===== config.mk =====
export PLATFORM = sky130hd
export DESIGN_NAME = sms_cart_mapper
export DESIGN_NICKNAME = d
export VERILOG_FILES = /design/src/rtl/sms_cart_pkg.sv /design/src/rtl/sms_cart_decode.sv /design/src/rtl/sms_cart_mapper.sv
export SDC_FILE = /design/constraint.sdc
export NUM_CORES = 1
export LEC_CHECK = 0
export ABC_AREA = 1
export BUFFER_PORTS_ARGS = -buffer_cell sky130_fd_sc_hd__clkbuf_2
export CORE_ASPECT_RATIO = 1.4
export CORE_MARGIN = 2
export CORE_UTILIZATION = 40
export DETAILED_ROUTE_END_ITERATION = 8
export GPL_TIMING_DRIVEN = 1
export HOLD_SLACK_MARGIN = 0.08
export PLACE_DENSITY = 0.73
export REMOVE_ABC_BUFFERS = 1
export SLEW_MARGIN = 40
export SYNTH_ARGS = -nofsm -noshare
export SYNTH_HDL_FRONTEND = slang
export SYNTH_SLANG_ARGS = --single-unit

===== constraint.sdc =====
create_clock -name MCLK -period 1.95 [get_ports MCLK]
set_input_delay 0.2925 -clock MCLK [delete_from_list [all_inputs] [get_ports MCLK]]
set_output_delay 0.2925 -clock MCLK [all_outputs]
set_load 0.01 [all_outputs]

===== src/rtl/sms_cart_pkg.sv =====
// Shared constants and state type for the SMS cartridge mapper.
// Register addresses, slot boundaries and ctrl bit positions are used by both the decoder and the top.
package sms_cart_pkg;

  localparam logic [15:0] ADDR_CTRL  = 16'hFFFC;
  localparam logic [15:0] ADDR_BANK0 = 16'hFFFD;
  localparam logic [15:0] ADDR_BANK1 = 16'hFFFE;
  localparam logic [15:0] ADDR_BANK2 = 16'hFFFF;

  localparam logic [15:0] FIXED_END  = 16'h0400;
  localparam logic [15:0] SLOT1_BASE = 16'h4000;
  localparam logic [15:0] SLOT2_BASE = 16'h8000;
  localparam logic [15:0] CART_END   = 16'hC000;

  localparam int CTRL_RAM_EN   = 3;
  localparam int CTRL_RAM_PAGE = 2;

  typedef enum logic [1:0] {
    IDLE   = 2'd0,
    FETCH  = 2'd1,
    SRAMRD = 2'd2,
    HOLD   = 2'd3
  } rd_state_t;

endpackage


===== src/rtl/sms_cart_decode.sv =====
// Combinational Z80 address decode: selects ROM bank or cart RAM page for 0000-BFFF.
// Addresses at C000 and above decode to neither region.
module sms_cart_decode
  import sms_cart_pkg::*;
#(
  parameter int ROM_AW  = 22,
  parameter int SRAM_AW = 15
) (
  input  logic [15:0]         address,
  input  logic                ram_en,
  input  logic                ram_page,
  input  logic [ROM_AW-15:0]  bank0,
  input  logic [ROM_AW-15:0]  bank1,
  input  logic [ROM_AW-15:0]  bank2,
  input  logic [ROM_AW-15:0]  rom_bank_mask,
  output logic                is_rom,
  output logic                is_sram,
  output logic [ROM_AW-1:0]   rom_addr,
  output logic [SRAM_AW-1:0]  sram_addr
);

  logic [ROM_AW-15:0] bank;

  always_comb begin
    bank    = '0;
    is_rom  = 1'b0;
    is_sram = 1'b0;
    if (address < FIXED_END) begin
      is_rom = 1'b1;
    end else if (address < SLOT1_BASE) begin
      bank   = bank0;
      is_rom = 1'b1;
    end else if (address < SLOT2_BASE) begin
      bank   = bank1;
      is_rom = 1'b1;
    end else if (address < CART_END) begin
      if (ram_en) begin
        is_sram = 1'b1;
      end else begin
        bank   = bank2;
        is_rom = 1'b1;
      end
    end
  end

  assign rom_addr  = {bank & rom_bank_mask, address[13:0]};
  assign sram_addr = SRAM_AW'({ram_page, address[13:0]});

endmodule


===== src/rtl/sms_cart_mapper.sv =====
// SMS cartridge responder: 315-5235 style paging registers, ROM fetch via req/ack, battery RAM.
// Strobes are edge-detected against one-cycle delayed copies.
//
//   state  | meaning
//   IDLE   | waiting for a read event
//   FETCH  | rom_req outstanding, waiting for rom_ack
//   SRAMRD | cart RAM address presented, waiting out the read latency
//   HOLD   | cart_data valid, driven while cart_cs & cart_oe stay high
module sms_cart_mapper
  import sms_cart_pkg::*;
#(
  parameter int ROM_AW  = 22,
  parameter int SRAM_AW = 15
) (
  input  logic                MCLK,
  input  logic                ext_reset,
  input  logic [15:0]         cart_address,
  input  logic                cart_cs,
  input  logic                cart_oe,
  input  logic                cart_wr,
  input  logic [7:0]          cart_data_wr,
  output logic [7:0]          cart_data,
  output logic                cart_data_en,
  input  logic [ROM_AW-15:0]  rom_bank_mask,
  output logic [ROM_AW-1:0]   rom_addr,
  output logic                rom_req,
  input  logic                rom_ack,
  input  logic [7:0]          rom_q,
  output logic [SRAM_AW-1:0]  sram_addr,
  output logic [7:0]          sram_d,
  output logic                sram_we,
  input  logic [7:0]          sram_q
);

  localparam int BW = ROM_AW - 14;

  rd_state_t state, state_nxt;
  logic [7:0]    ctrl;
  logic [BW-1:0] bank0, bank1, bank2;
  logic          wr_q, rd_q;
  logic          sram_wait_cnt;

  logic strobe, wr_evt, rd_evt, sram_wr;
  logic ld_rom, ld_sram, cap_rom, cap_sram, en_nxt;
  logic dec_rom, dec_sram;
  logic [ROM_AW-1:0]  dec_rom_addr;
  logic [SRAM_AW-1:0] dec_sram_addr;
  logic ctrl_unused;

  assign strobe  = cart_cs & cart_oe;
  assign wr_evt  = cart_wr & ~wr_q;
  assign rd_evt  = strobe & ~rd_q;
  assign sram_wr = wr_evt & cart_cs & dec_sram;
  assign ctrl_unused = ^{ctrl[7:4], ctrl[1:0]};

  sms_cart_decode #(.ROM_AW(ROM_AW), .SRAM_AW(SRAM_AW)) u_decode (
    .address       (cart_address),
    .ram_en        (ctrl[CTRL_RAM_EN]),
    .ram_page      (ctrl[CTRL_RAM_PAGE]),
    .bank0         (bank0),
    .bank1         (bank1),
    .bank2         (bank2),
    .rom_bank_mask (rom_bank_mask),
    .is_rom        (dec_rom),
    .is_sram       (dec_sram),
    .rom_addr      (dec_rom_addr),
    .sram_addr     (dec_sram_addr)
  );

  always_ff @(posedge MCLK) begin
    if (ext_reset) state <= IDLE;
    else           state <= state_nxt;
  end

  always_comb begin
    state_nxt = state;
    ld_rom    = 1'b0;
    ld_sram   = 1'b0;
    cap_rom   = 1'b0;
    cap_sram  = 1'b0;
    en_nxt    = 1'b0;
    case (state)
      IDLE: begin
        if (rd_evt && dec_rom) begin
          state_nxt = FETCH;
          ld_rom    = 1'b1;
        end else if (rd_evt && dec_sram) begin
          state_nxt = SRAMRD;
          ld_sram   = 1'b1;
        end
      end
      FETCH: begin
        if (rom_ack) begin
          cap_rom   = 1'b1;
          en_nxt    = strobe;
          state_nxt = strobe ? HOLD : IDLE;
        end
      end
      SRAMRD: begin
        if (sram_wait_cnt == 1'b0) begin
          cap_sram  = 1'b1;
          en_nxt    = strobe;
          state_nxt = strobe ? HOLD : IDLE;
        end
      end
      HOLD: begin
        en_nxt = strobe;
        if (!strobe) state_nxt = IDLE;
      end
      default: state_nxt = IDLE;
    endcase
  end

  always_ff @(posedge MCLK) begin
    if (ext_reset) begin
      ctrl          <= 8'h00;
      bank0         <= BW'(0);
      bank1         <= BW'(1);
      bank2         <= BW'(2);
      wr_q          <= 1'b0;
      rd_q          <= 1'b0;
      cart_data     <= 8'h00;
      cart_data_en  <= 1'b0;
      rom_addr      <= '0;
      rom_req       <= 1'b0;
      sram_addr     <= '0;
      sram_d        <= 8'h00;
      sram_we       <= 1'b0;
      sram_wait_cnt <= 1'b0;
    end else begin
      wr_q         <= cart_wr;
      rd_q         <= strobe;
      cart_data_en <= en_nxt;
      sram_we      <= sram_wr;

      // register snoop ignores cart_cs; the paging registers sit above the cart window
      if (wr_evt) begin
        case (cart_address)
          ADDR_CTRL:  ctrl  <= cart_data_wr;
          ADDR_BANK0: bank0 <= BW'(cart_data_wr);
          ADDR_BANK1: bank1 <= BW'(cart_data_wr);
          ADDR_BANK2: bank2 <= BW'(cart_data_wr);
          default: ;
        endcase
      end

      if (ld_rom) begin
        rom_addr <= dec_rom_addr;
        rom_req  <= 1'b1;
      end else if (cap_rom) begin
        rom_req  <= 1'b0;
      end

      if (ld_sram) begin
        sram_addr     <= dec_sram_addr;
        sram_wait_cnt <= 1'b1;
      end else if (sram_wr) begin
        sram_addr <= dec_sram_addr;
        sram_d    <= cart_data_wr;
      end else if (state == SRAMRD && sram_wait_cnt != 1'b0) begin
        sram_wait_cnt <= sram_wait_cnt - 1'b1;
      end

      if (cap_rom)       cart_data <= rom_q;
      else if (cap_sram) cart_data <= sram_q;
    end
  end

endmodule


* Yosys cells after proc, flatten, opt, wreduce, memory -nomap -nowiden
Cells that the tools add are included.
** Cells by class
- Eq/ne operators :: 12
- Add/sub/neg operators :: 1
- Reductions and logical operators :: 15
- Bitwise logic cells :: 9
- Muxes and demuxes :: 43
- Magnitude comparators :: 4
** Operators by type and width (number)
- $eq 16x16->1 const B :: 4
- $mux 8 :: 7
- $lt 16x16->1 const B :: 2
- $mux 15 :: 2
- $mux 1 :: 26
- $lt 16x11->1 const B :: 1
- $lt 16x15->1 const B :: 1
- $mux 2 :: 6
- $reduce_and 2->1 :: 6
- $and 8x8->8 :: 1
- $pmux 2 s4 :: 1
- $reduce_bool 2->1 :: 4
- $ne 2x2->1 const B :: 3
- $and 1x1->1 :: 5
- $eq 2x2->1 const B :: 2
- $reduce_and 4->1 :: 1
- $logic_and 1x1->1 :: 3
- $ne 3x3->1 const B :: 1
- $not 1->1 :: 3
- $pmux 1 s3 :: 1
- $eq 2x1->1 const B :: 1
- $logic_not 2->1 :: 1
- $ne 2x1->1 const B :: 1
- $sub 1x1->1 const B :: 1
** Storage, ports and cells
- Word-level logic and storage cells :: 99
- Flip-flop bits (word level) :: 89
- Output and inout port bits :: 56
- Input port bits :: 54

* Longest topological paths before layout
Gate-level depths: netlist of the first run.
- Word-level depth :: 11
- Gate-level depth with buffers :: 9
- Depth with buffers taken out :: 9

* Modules after synthesis
From an unflattened synthesis of the first run, not the netlist that was laid out.
** Unflattened totals
- Cell total of the unflattened synthesis :: 619
- Area total of the unflattened synthesis :: 4256.6 µm²
** Modules (own cells, without submodules)
- sms_cart_mapper :: seq. area each 1741.7 µm², area each 3633.5 µm², instances 1, cells each 505
- sms_cart_decode :: seq. area each 0.0 µm², area each 623.1 µm², instances 1, cells each 114

* Worst setup path before layout of the first run
OpenSTA, ideal clock, no wires.
- Path kind :: reg-to-reg
- Start point :: register state[1]
- End point :: register cart_data[0]
- Data arrival time :: 1.295 ns
- Path slack :: 0.523 ns
- Stages on the path, launching flop included :: 10
- Data required time :: 1.818 ns
- Clock period less this slack :: 1.427 ns
- Library setup time :: 0.132 ns
- Buffers on the path :: 1
- Cells stage by stage :: dfxtp_1 -> inv_1 -> ha_1 -> nand2_1 -> clkbuf_1 -> inv_1 -> nor2_1 -> nor2_1 -> o21ai_0 -> a21oi_1
** Between the ends
- Cells in the longest elaborated chain, start to end :: 3
- Elaborated cells on any way between the ends :: 6
- Classes of those cells :: eq/ne (2); mux (3); reduce/logical (1)
** Ends and longest elaborated chain
- start: declaration :: line sms_cart_mapper.sv:37 : rd_state_t state, state_nxt;
- start signal: assignment :: line sms_cart_mapper.sv:72 : else state <= state_nxt;
- $eq 2x1->1 or $eq 2x2->1 (tied branches) :: line sms_cart_mapper.sv:82 : case (state)
- $mux 1 :: line sms_cart_mapper.sv:82
- $mux 8 or $reduce_bool 2->1 (tied branches)
- end signal: assignment :: line sms_cart_mapper.sv:164 : if (cap_rom) cart_data <= rom_q;
- end signal: assignment :: line sms_cart_mapper.sv:165 : else if (cap_sram) cart_data <= sram_q;
- end: declaration :: line sms_cart_mapper.sv:22 : output logic [7:0] cart_data,
Several ways; a longest one is shown, not always the timed one.
A chain may end at the register's enable or synchronous reset.

* Worst setup path after layout of the first run
- Start point :: register state[0]
- End point :: register sram_addr[3]
** Between the ends
- Cells in the longest elaborated chain, start to end :: 3
- Elaborated cells on any way between the ends :: 4
- Classes of those cells :: mux (2); reduce/logical (2)
** Ends and longest elaborated chain
- $logic_not 2->1 * :: line sms_cart_mapper.sv:82
- $mux 1 * :: line sms_cart_mapper.sv:82
- $mux 15 or $reduce_bool 2->1 (tied branches)
- end signal: assignment :: line sms_cart_mapper.sv:155 : sram_addr <= dec_sram_addr;
- end signal: assignment :: line sms_cart_mapper.sv:158 : sram_addr <= dec_sram_addr;
- end: declaration :: line sms_cart_mapper.sv:29 : output logic [SRAM_AW-1:0] sram_addr,
Every way passes the cells marked *; elsewhere a longest branch is shown, timed or not.

==> metrics.md, run 1 <==
| Metric | Value |
|---|---|
| Unique masters post-synth | `26` |
| DR vias | `between 3k and 4k` |
| Longest Clk Path Bufs | `2` |
| DPL Wire Length | `between 7 and 8 mm` |
| Highest Clock Rate | `0.611 GHz` |
| Clk_lat worst skew | `roughly 0.34 ns` |
| Final setup vio count | `0` |
| Residual DRC | `0` |
| First-pass GRT wire length | `about 16 mm` |
| Synth top area cells | `dfxtp_1 (45%), nor2_1 (13%), nand2_1 (12%)` |
| Cts hold-fix bufs | `0` |
| Outcome | `complete, no violations` |
| Fillers | `990` |
| Min Tclk post-route | `approximately 1.6 ns` |
| Critical-path top delay cell | `dfxtp_1` |
| CTS clock-pin slew for the worst setup and hold paths | `around 0.060 ns` |
| Area of the multi-input gates | `roughly 0.0019 mm2` |
| # placed instances | `~760` |
| Fin area | `~0.0049 mm2` |
| Post-Synthesis Cells | `560` |
| HP Class | `in2reg` |
| Register area share after synthesis | `0.447` |
| Period utilization | `0.839` |
| Die X | `slightly below 90 um` |
| Port buffer count | `109` |
| Most common cell after layout, fill and taps aside | `nor2_1` |
| Maximum VDD drop | `between 0.4 and 0.5 mV` |
| CP startpoint kind | `flop` |
| Num CTS Buffers | `9` |
| Initial antenna violation count | `0` |
| Mapped Avg Cell Area | `between 6 and 7 um2` |
| Final Hold Vio Count | `0` |
| Layout Cells excl Fill | `779` |
| Final Skew | `about 0.0074 ns` |
| Most used cell, CP | `nor2_1` |
| DIE HEIGHT | `around 120 um` |
| Vias per cell | `4.91` |
| CTS resizes | `0` |
| Register Area | `between 0.0015 and 0.002 mm2` |
| Critical Path Fanout Max | `16` |
| Post-DP Area | `~0.0045 mm2` |
| FF+latch count, synth | `87` |
| Global placer's final weighted congestion | `between 0.8 and 0.9` |
| Top-level I/O count | `110` |
| Share of cells above drive strength 1 | `0.226` |
| Largest net degree at the start of global routing | `about 60` |
| H-tree lvl count | `3` |
| Total congestion overflow | `0` |
| Max incr delay on CP | `~0.40 ns` |
| Most frequent cells in the layout | `nor2_1 (137), nand2_1 (124), clkbuf_2 (109)` |
| Cell area after synthesis | `0.00390 mm2` |
| Critical path's top delay family | `simple AND/OR/NAND/NOR gates` |
| Diode count | `0` |
| Num rows | `42` |
| LEAKAGE | `between 2 and 2.5 nW` |
| Worst-Margin Slew | `roughly 0.56 ns` |
| Nets | `just over 700` |
| Fin. max-slew vios | `0` |
| Initial DRC count | `196` |
| Syn-to-layout area delta | `24.8%` |
| Power, Total | `~4.6 mW` |
| Max_cap viols | `0` |
| DIE AREA | `~0.011 mm2` |
| Worst Path Required | `2.22 ns` |
| CP Cell Sequence | `inv_1 -> ha_1 -> nand3_1 -> nand2_2 -> inv_2 -> nor2_1 -> nor2_1` |
| Yosys warns | `0` |
| WS Path Type | `reg2reg` |
| CTS root buffer | `clkbuf_16` |
| Clock sinks | `87` |
| Synth area leader | `dfxtp_1` |
| Core Area | `0.00946 mm2` |
| Post-synth top area share | `0.447` |
| Starting Density | `0.412` |
| TritonCTS clock tree | `done` |
| DRT antenna net count | `0` |
| Post-CTS setup buffer count | `0` |
| DR WL/cell | `12.8 um` |
| Arr. time, crit path | `~1.9 ns` |
| Buffers and inverters on the worst path | `2` |
| Max_slew headroom | `0.625` |
| Vias in the first global route | `about 3.6k` |
| Drt pass-1 iters | `4` |
| Final wirelength | `slightly below 10 mm` |
| Setup crit end kind | `flop` |
| Pwr per Cell Area | `956 mW/mm2` |
| Setup TNS | `0 ns` |
| GRT Total Usage | `0.196` |
| RSZ-0062 raised after global routing | `false` |
per-layer routing:
layer  share of wire  global-route usage  up-vias
li1                -                   -     2003
met1            0.41               0.223     1718
met2            0.53               0.350       90
met4           0.022              0.0971        0
met5               0                   0        -
met3           0.037              0.0280       13
worst min-delay path: stages:
cell and delay (ns):
clkbuf_2 0.10, nand2_1 0.05, nand3_1 0.06
synthesized netlist by cell type:
| master | n |
|---|---|
| nand3b_1 | 8 |
| o21ai_0 | 40 |
| o21ai_1 | 1 |
| buf_2 | 4 |
| nor2_4 | 4 |
| buf_6 | 3 |
| a21oi_1 | 33 |
| buf_4 | 5 |
| dfxtp_1 | 87 |
| nand2_2 | 3 |
| nand2_1 | 124 |
| inv_1 | 35 |
| nand3_2 | 2 |
| nand3_1 | 20 |
| inv_2 | 4 |
| a31oi_1 | 1 |
| ha_1 | 4 |
| buf_1 | 4 |
| nor2_2 | 4 |
| clkbuf_1 | 8 |
| nor2_1 | 137 |
| o211ai_1 | 1 |
| nand3b_4 | 1 |
| nand3b_2 | 1 |
| clkinv_1 | 2 |
| nand4_1 | 24 |
flip-flops by register name, summed over array words and instances (netlist names):
signal and count:
rd_q 1, wr_q 1, cart_data_en 1, bank1 8
bank0 8, bank2 8, state 2, rom_req 1
cart_data 8, sram_addr 15, sram_wait_cnt 1, rom_addr 22
ctrl 2, sram_we 1, sram_d 8
where the power goes:
part	switching [mW]	total (mW)	internal [mW]	leakage (nW)
clock network	0.686	1.98	1.29	0.170
logic	0.459	0.733	0.274	1.46
registers	0.0589	1.94	1.88	0.704
total	1.20	4.65	3.45	2.34
stage by stage:
step	setup WS, ns	util	hold slack (ns)
after floorplan	0.396	-	0.362
after global placement	0.321	0.477	0.451
after detailed placement	0.237	0.477	0.455
after CTS	0.335	0.514	0.182
after global routing	0.178	0.514	0.207
final	0.313	0.514	0.195
worst paths after layout:
check,startpoint,to,slack [ns],depth (start not counted)
max,state[0]$_SDFFE_PP0P_,sram_addr[3]$_SDFFE_PP0P_,0.31,7
min reg2reg,rom_addr[4]$_SDFFE_PP0P_,rom_addr[4]$_SDFFE_PP0P_,0.46,2
max reg2reg,state[0]$_SDFFE_PP0P_,sram_addr[3]$_SDFFE_PP0P_,0.31,7
min,cart_data_wr[0],bank1[0]$_SDFFE_PP1P_,0.19,3
cell families after synthesis:
family | synth area share
adder cells (fa/ha/maj) | 0.0128
buffers and inverters | 0.0745
AO/OA/AOI/OAI | 0.0986
AND/OR/NAND/NOR | 0.367
flip-flops | 0.447
area by class of cell:
| type | instances | area share |
|---|---|---|
| clock buffers | 11 | 0.0499 |
| clock inverters | 5 | 0.0214 |
| inverters | 41 | 0.0317 |
| multi-input cells | 408 | 0.383 |
| flip-flops and latches | 87 | 0.358 |
| well taps | 110 | 0.0283 |
| repair buffers | 117 | 0.127 |
Note: power is estimated with default switching activity, not from simulation.
==> inputs of run 2 (changes only) <==
ABC_AREA = 0   (was 1)
PLACE_DENSITY = 0.74   (was 0.73)
clock period = 1.6 ns   (was 1.95 ns; I/O delays follow)
==> metrics.md, run 2 <==
| Metric | Value |
|---|---|
| Max_cap viols | `0 (unchanged)` |
| Logic pwr share | `0.200 (+0.042)` |
| GRT Total Usage | `0.179 (-0.0176)` |
| Highest Clock Rate | `0.643 GHz (+5.3%)` |
| Vias in the first global route | `2,826 (-22%)` |
| Setup crit end kind | `flop` |
| CP startpoint kind | `flop` |
| Max_slew headroom | `0.751 (+0.126)` |
| First-pass GRT wire length | `13.8 mm (-16%)` |
| DP Worst Slack | `-0.188 ns (-0.425 ns)` |
| Top FF cell, synth | `dfxtp_1` |
| RSZ-0062 raised after global routing | `true` |
| Synth area leader | `dfxtp_1` |
| Net Sw Power | `1.50 mW (+25%)` |
| Cell Int Power | `4.25 mW (+23%)` |
| Num CTS Buffers | `9 (unchanged)` |
| Critical Path Fanout Max | `7 (-9)` |
| Post-Synthesis Cells | `369 (-34%)` |
| Largest register FFs | `22 (unchanged)` |
| LEAKAGE | `2.15 nW (-7.9%)` |
| Num rows | `41 (-2.4%)` |
| Syn-to-layout area delta | `34.8%` |
| Most frequent cells in the layout | `clkbuf_2 (109), dfxtp_1 (85), mux2i_1 (65)` |
| Mapped Avg Cell Area | `9.76 um2 (+40%)` |
| Maximum VDD drop | `0.909 mV (+92%)` |
| Pwr per Cell Area | `1180 mW/mm2 (+24%)` |
| # placed instances | `589 (-23%)` |
| Clock sinks | `87 (unchanged)` |
| Initial DRC count | `101 (-48%)` |
| Nets | `554 (-23%)` |
| EDFF count, synth | `0 (unchanged)` |
| Largest net degree at the start of global routing | `37 (-39%)` |
| Final Hold Vio Count | `0 (unchanged)` |
| Drt pass-1 iters | `5 (+1)` |
| Metal3 WL | `419 um (+13%)` |
| TritonCTS clock tree | `done` |
| Worst Path Required | `1.82 ns (-0.40 ns)` |
| Min Tclk post-route | `1.55 ns (-0.0830 ns)` |
| Async set or reset register ratio after synthesis | `0 (unchanged)` |
| Share of cells above drive strength 1 | `0.337 (+0.112)` |
| Largest regs | `rom_addr (22), sram_addr (15)` |
| Starting Density | `0.406 (-0.00601)` |
| Outcome | `complete, no violations` |
| M1 wire length | `3.77 mm (-7.1%)` |
| Fin area | `0.00486 mm2 (-0.10%)` |
| Diode count | `0 (unchanged)` |
| Worst-Margin Slew | `0.373 ns (-0.187 ns)` |
| Register with the most flip-flops | `rom_addr` |
| Clk_lat worst skew | `0.33 ns (about the same)` |
| Met2 wire length | `4.44 mm (-16%)` |
| Synth top area cells | `dfxtp_1 (48%), mux2i_1 (18%), nand2b_1 (5.6%)` |
| Top sig layer | `met4` |
| DR vias | `3,051 (-20%)` |
| Post-DP Area | `0.00443 mm2 (-2.0%)` |
| H-tree lvl count | `3 (unchanged)` |
| Port buffer count | `109 (unchanged)` |
| Most common cell after layout, fill and taps aside | `clkbuf_2` |
| Count leader, synth | `dfxtp_1` |
| Die X | `84.2 um (-3.7%)` |
| Longest Clk Path Bufs | `2 (unchanged)` |
| Period utilization | `0.971 (+0.132)` |
| Final wirelength | `8.72 mm (-12%)` |
| DPL Wire Length | `6.29 mm (-16%)` |
| Switching Fraction | `0.261 (+0.00249)` |
| DIE HEIGHT | `116 um (-3.7%)` |
| Vias per cell | `5.02 (+2.2%)` |
| Register area share after synthesis | `0.484 (+0.0365)` |
| DRT antenna net count | `0 (unchanged)` |
| Core Area | `0.00887 mm2 (-6.2%)` |
| Final Skew | `0.00779 ns (+0.000391 ns)` |
| Setup TNS | `0 ns (unchanged)` |
| WS Path Type | `reg2reg` |
| Initial antenna violation count | `0 (unchanged)` |
| Cell area after synthesis | `0.00360 mm2 (-7.5%)` |
| Cts hold-fix bufs | `0 (unchanged)` |
| Power, Total | `5.75 mW (+24%)` |
| Yosys warns | `0 (unchanged)` |
| Global placer's final weighted congestion | `0.812 (-4.3%)` |
| Final setup vio count | `0 (unchanged)` |
| Residual DRC | `0 (unchanged)` |
| Final core occ | `0.547 (+0.0333)` |
| Sequential Power Share | `0.413 (-0.005)` |
| FF+latch count, synth | `87 (unchanged)` |
| Fillers | `793 (-20%)` |
| DR WL/cell | `14.3 um (+12%)` |
| Setup ws final | `0.0460 ns (-0.267 ns)` |
| Total congestion overflow | `0 (unchanged)` |
| CTS clock-pin slew for the worst setup and hold paths | `0.06 ns (about the same)` |
| Arr. time, crit path | `1.78 ns (-0.13 ns)` |
| Unique masters post-synth | `37 (+42%)` |
| CTS root buffer | `clkbuf_16` |
| HP Class | `in2reg` |
| Post-synth top area share | `0.484 (+0.0365)` |
| DIE AREA | `0.00979 mm2 (-7.3%)` |
| Layout Cells excl Fill | `608 (-22%)` |
| Top-level I/O count | `110 (unchanged)` |
| Synth cell count leaders | `dfxtp_1 (87), mux2i_1 (65), nor2_1 (40), nand2_1 (39), nand2b_1 (32)` |
| Fin. max-slew vios | `0 (unchanged)` |
| Hold Slack | `0.153 ns (-0.0416 ns)` |
| Clk pwr share | `0.387 (-0.038)` |
## run 2: cell types whose count changed in the layout (fill, tap and decap cells not counted), sizes merged, moves of 5 or more
cell	before	now
buf	8	28
nand2	127	39
nand2b	0	32
mux2i	0	65
a21oi	33	19
inv	40	5
a211oi	0	9
a32o	0	8
nand3	22	2
nor2	145	40
nand4	24	3
o21ai	41	11
nand3b	10	5
## run 2: critical path, stage by stage, from the launching register on
cell and delay [ns]:
dfxtp_2 0.33, inv_4 0.07, ha_4 0.14, nand4b_4 0.11
buf_6 0.14, a21oi_4 0.22, clkbuf_16 0.20, mux2i_1 0.17
nor2_1 0.06
## run 2: cells by family after synthesis
group	after synthesis	synth area share
adder cells (fa/ha/maj)	4	0.0139
flip-flops	87	0.484
AND/OR/NAND/NOR	134	0.191
buffers and inverters	26	0.0344
multiplexers	65	0.181
AO/OA/AOI/OAI	53	0.0969
## run 2: layout make-up
cell class                 instances  area (um2)  share of cell area
multi-input combinational        256        1790               0.369
sequential                        87        1740               0.359
timing repair buffer             138         847               0.174
clock buffer                      10         229              0.0471
tap                              107         134              0.0276
clock inverter                     6        93.8              0.0193
inverter                           4        17.5             0.00361
## run 2: layer usage
| layer | vias up | global-route usage |
|---|---|---|
| met4 | 0 | 0.0559 |
| met1 | 1430 | 0.215 |
| met3 | 7 | 0.0473 |
| met2 | 78 | 0.313 |
| li1 | 1536 | - |
| met5 | - | 0 |
## run 2: timing repair
action	CTS	global route
cloned	1	0
setup buffers	2	1
endpoints found under the setup margin	53	47
resized for setup	11	6
pin swaps	4	6
## run 2: final timing paths
| kind | startpoint | to | slack, ns | cells after the start |
|---|---|---|---|---|
| worst min register to register | rom_addr[3]$_SDFFE_PP0P_ | rom_addr[3]$_SDFFE_PP0P_ | 0.46 | 2 |
| worst max register to register | state[0]$_SDFFE_PP0P_ | sram_addr[14]$_SDFFE_PP0P_ | 0.05 | 8 |
| worst min-delay path | rom_bank_mask[3] | rom_addr[17]$_SDFFE_PP0P_ | 0.15 | 2 |
| worst max-delay path | state[0]$_SDFFE_PP0P_ | sram_addr[14]$_SDFFE_PP0P_ | 0.05 | 8 |
## run 2: power groups by stage
stage                     combinational (mW)  clock [mW]  sequential [mW]
after floorplan                        0.494           0             2.46
after global placement                  1.03           0             2.41
after detailed placement                1.07           0             2.41
after CTS                               1.17        2.29             2.37
after global routing                    1.26        2.40             2.39
final                                   1.15        2.23             2.38
==> inputs of run 3 (changes only) <==
SETUP_SLACK_MARGIN = 0.2   (was not set)
==> metrics.md, run 3 (synthesis gave the netlist of run 2 again) <==
| Metric | Value |
|---|---|
| Outcome | `complete, but fails checks` |
| Failing checks | `setup timing` |
| Critical-path top delay cell | `dfxtp_2` |
| Clock sinks | `87 (unchanged)` |
| Fillers | `768 (-3.2%)` |
| Starting Density | `0.406 (unchanged)` |
| Drt pass-1 iters | `4 (-1)` |
| DIE HEIGHT | `116 um (unchanged)` |
| Top-level I/O count | `110 (unchanged)` |
| DPL Wire Length | `6.29 mm (unchanged)` |
| Fin area | `0.00509 mm2 (+4.8%)` |
| Vias in the first global route | `2,860 (+1.2%)` |
| Clk_lat worst skew | `0.34 ns (about the same)` |
| RSZ-0062 raised after global routing | `true` |
| Setup crit end kind | `flop` |
| HP Class | `in2reg` |
| Residual DRC | `0 (unchanged)` |
| Period utilization | `1.02 (+0.0444)` |
| Highest Clock Rate | `0.615 GHz (-4.4%)` |
| Grt met2 use | `0.313 (-0.000529)` |
| GR Util met3 | `0.0417 (-0.00565)` |
| Port buffer count | `109 (unchanged)` |
| Num CTS Buffers | `9 (unchanged)` |
| Worst Path Required | `1.83 ns (about the same)` |
| DR vias | `3,122 (+2.3%)` |
| Final Hold Vio Count | `0 (unchanged)` |
| Most common cell after layout, fill and taps aside | `clkbuf_2` |
| Critical path's top delay family | `buffers and inverters` |
| Total congestion overflow | `0 (unchanged)` |
| Busiest grt layer | `met2` |
| Buffers and inverters on the worst path | `4 (+1)` |
| Core Area | `0.00887 mm2 (unchanged)` |
| Register with the most flip-flops | `rom_addr` |
| Initial antenna violation count | `0 (unchanged)` |
| Largest net degree at the start of global routing | `37 (unchanged)` |
| Arr. time, crit path | `1.85 ns (+0.07 ns)` |
| Initial DRC count | `80 (-21%)` |
| Num rows | `41 (unchanged)` |
| CTS clock-pin slew for the worst setup and hold paths | `0.06 ns (about the same)` |
| Worst-Margin Slew | `0.366 ns (-0.00676 ns)` |
| Largest regs | `rom_addr (22), sram_addr (15)` |
| Diode count | `0 (unchanged)` |
| Final wirelength | `9.11 mm (+4.6%)` |
| Max_slew headroom | `0.756 (+0.00451)` |
| Global placer's final weighted congestion | `0.812 (unchanged)` |
| Syn-to-layout area delta | `41.3%` |
| GRT Total Usage | `0.181 (+0.00179)` |
| Setup ws final | `-0.0251 ns (-0.0711 ns)` |
| Maximum VDD drop | `0.943 mV (+3.7%)` |
| Min Tclk post-route | `1.63 ns (+0.0711 ns)` |
| Final setup vio count | `14 (+14)` |
| Final Skew | `0.00685 ns (-0.000946 ns)` |
| Largest register FFs | `22 (unchanged)` |
| First-pass GRT wire length | `13.9 mm (+0.90%)` |
| CP startpoint kind | `flop` |
| Die X | `84.2 um (unchanged)` |
| DRT antenna net count | `0 (unchanged)` |
| Max incr delay on CP | `0.33 ns (about the same)` |
| Fin. max-slew vios | `0 (unchanged)` |
| Longest Clk Path Bufs | `2 (unchanged)` |
| CTS root buffer | `clkbuf_16` |
| Pwr per Cell Area | `1200 mW/mm2 (+1.3%)` |
| CP Cell Sequence | `inv_2 -> buf_6 -> ha_4 -> nand4b_4 -> buf_4 -> nor3b_4 -> buf_12 -> mux2i_2 -> nor2_1` |
| TritonCTS clock tree | `done` |
| WS Path Type | `reg2reg` |
| Post-DP Area | `0.00443 mm2 (unchanged)` |
| Max_cap viols | `0 (unchanged)` |
| Critical Path Fanout Max | `8 (+1)` |
| Met1 Use GR | `0.215 (+0.000881)` |
| Share of cells above drive strength 1 | `0.394 (+0.0568)` |
| Most frequent cells in the layout | `clkbuf_2 (109), dfxtp_1 (84), mux2i_1 (62)` |
| LEAKAGE | `2.23 nW (+3.8%)` |
| DIE AREA | `0.00979 mm2 (unchanged)` |
| Final core occ | `0.574 (+0.0262)` |
| H-tree lvl count | `3 (unchanged)` |
| Nets | `563 (+1.6%)` |
| Vias per cell | `5.06 (+0.83%)` |
| DR WL/cell | `14.8 um (+3.0%)` |
-- run 3: changes by cell type in the layout (fill, tap and decap cells not counted), sizes merged --
cell	before	now
buf	28	36
clkbuf	120	121
-- run 3: layer usage --
| metal | vias to the layer above | wire (um) |
|---|---|---|
| li1 | 1559 | - |
| met4 | 0 | 169 |
| met2 | 91 | 4640 |
| met5 | - | 0 |
| met3 | 11 | 446 |
| met1 | 1461 | 3850 |
-- run 3: final timing paths --
| check | from | endpoint | slack [ns] | cells past startpoint |
|---|---|---|---|---|
| setup / recovery | state[0]$_SDFFE_PP0P_ | sram_d[0]$_SDFFE_PP0P_ | -0.03 | 9 |
| hold / removal | rom_bank_mask[3] | rom_addr[17]$_SDFFE_PP0P_ | 0.15 | 2 |
| setup reg to reg | state[0]$_SDFFE_PP0P_ | sram_d[0]$_SDFFE_PP0P_ | -0.03 | 9 |
| hold reg to reg | rom_addr[10]$_SDFFE_PP0P_ | rom_addr[10]$_SDFFE_PP0P_ | 0.46 | 2 |
-- run 3: worst reg2reg max path, delay by kind of cell, from the launching register on --
kind / cells / cell delay (ns)
buffers and inverters: 4 / 0.45
muxes: 1 / 0.21
adders and majority gates: 1 / 0.16
DFF: 1 / 0.33
and+or+nand+nor: 3 / 0.37
-- run 3: final cells by class --
cell class / count / area, um2 / share of cell area
repair buffers: 147 / 975 / 0.191
inverters: 4 / 15.0 / 0.00295
clock inverters: 6 / 93.8 / 0.0184
well taps: 107 / 134 / 0.0263
clock buffers: 10 / 229 / 0.0450
flip-flops and latches: 87 / 1750 / 0.343
multi-input cells: 256 / 1900 / 0.373
-- run 3: report_power, final --
group	leakage, nW	switching (mW)	internal, mW
Sequential	0.705	0.0705	2.30
Clock	0.153	0.860	1.38
Combinational	1.37	0.696	0.799
Total	2.23	1.63	4.48
-- run 3: stage by stage --
stage               setup TNS [ns]  total power, mW  setup WS [ns]  cells  hold slack [ns]
floorplan                   -11.26             2.95         -0.536    347            0.309
global placement             -3.77             3.45         -0.171    589            0.445
detailed placement           -3.94             3.48         -0.188    589            0.446
CTS                         -0.215             5.96        -0.0365    611            0.137
global route                 -3.11             6.40         -0.120    617            0.151
finish                      -0.117             6.11        -0.0251    617            0.148
-- run 3: what timing repair did --
action,in CTS,in global routing
endpoints found under the setup margin,83,81
setup buffers,5,4
hold buffers,0,0
pin swaps,10,26
gates cloned,1,2
gates resized for setup,23,31
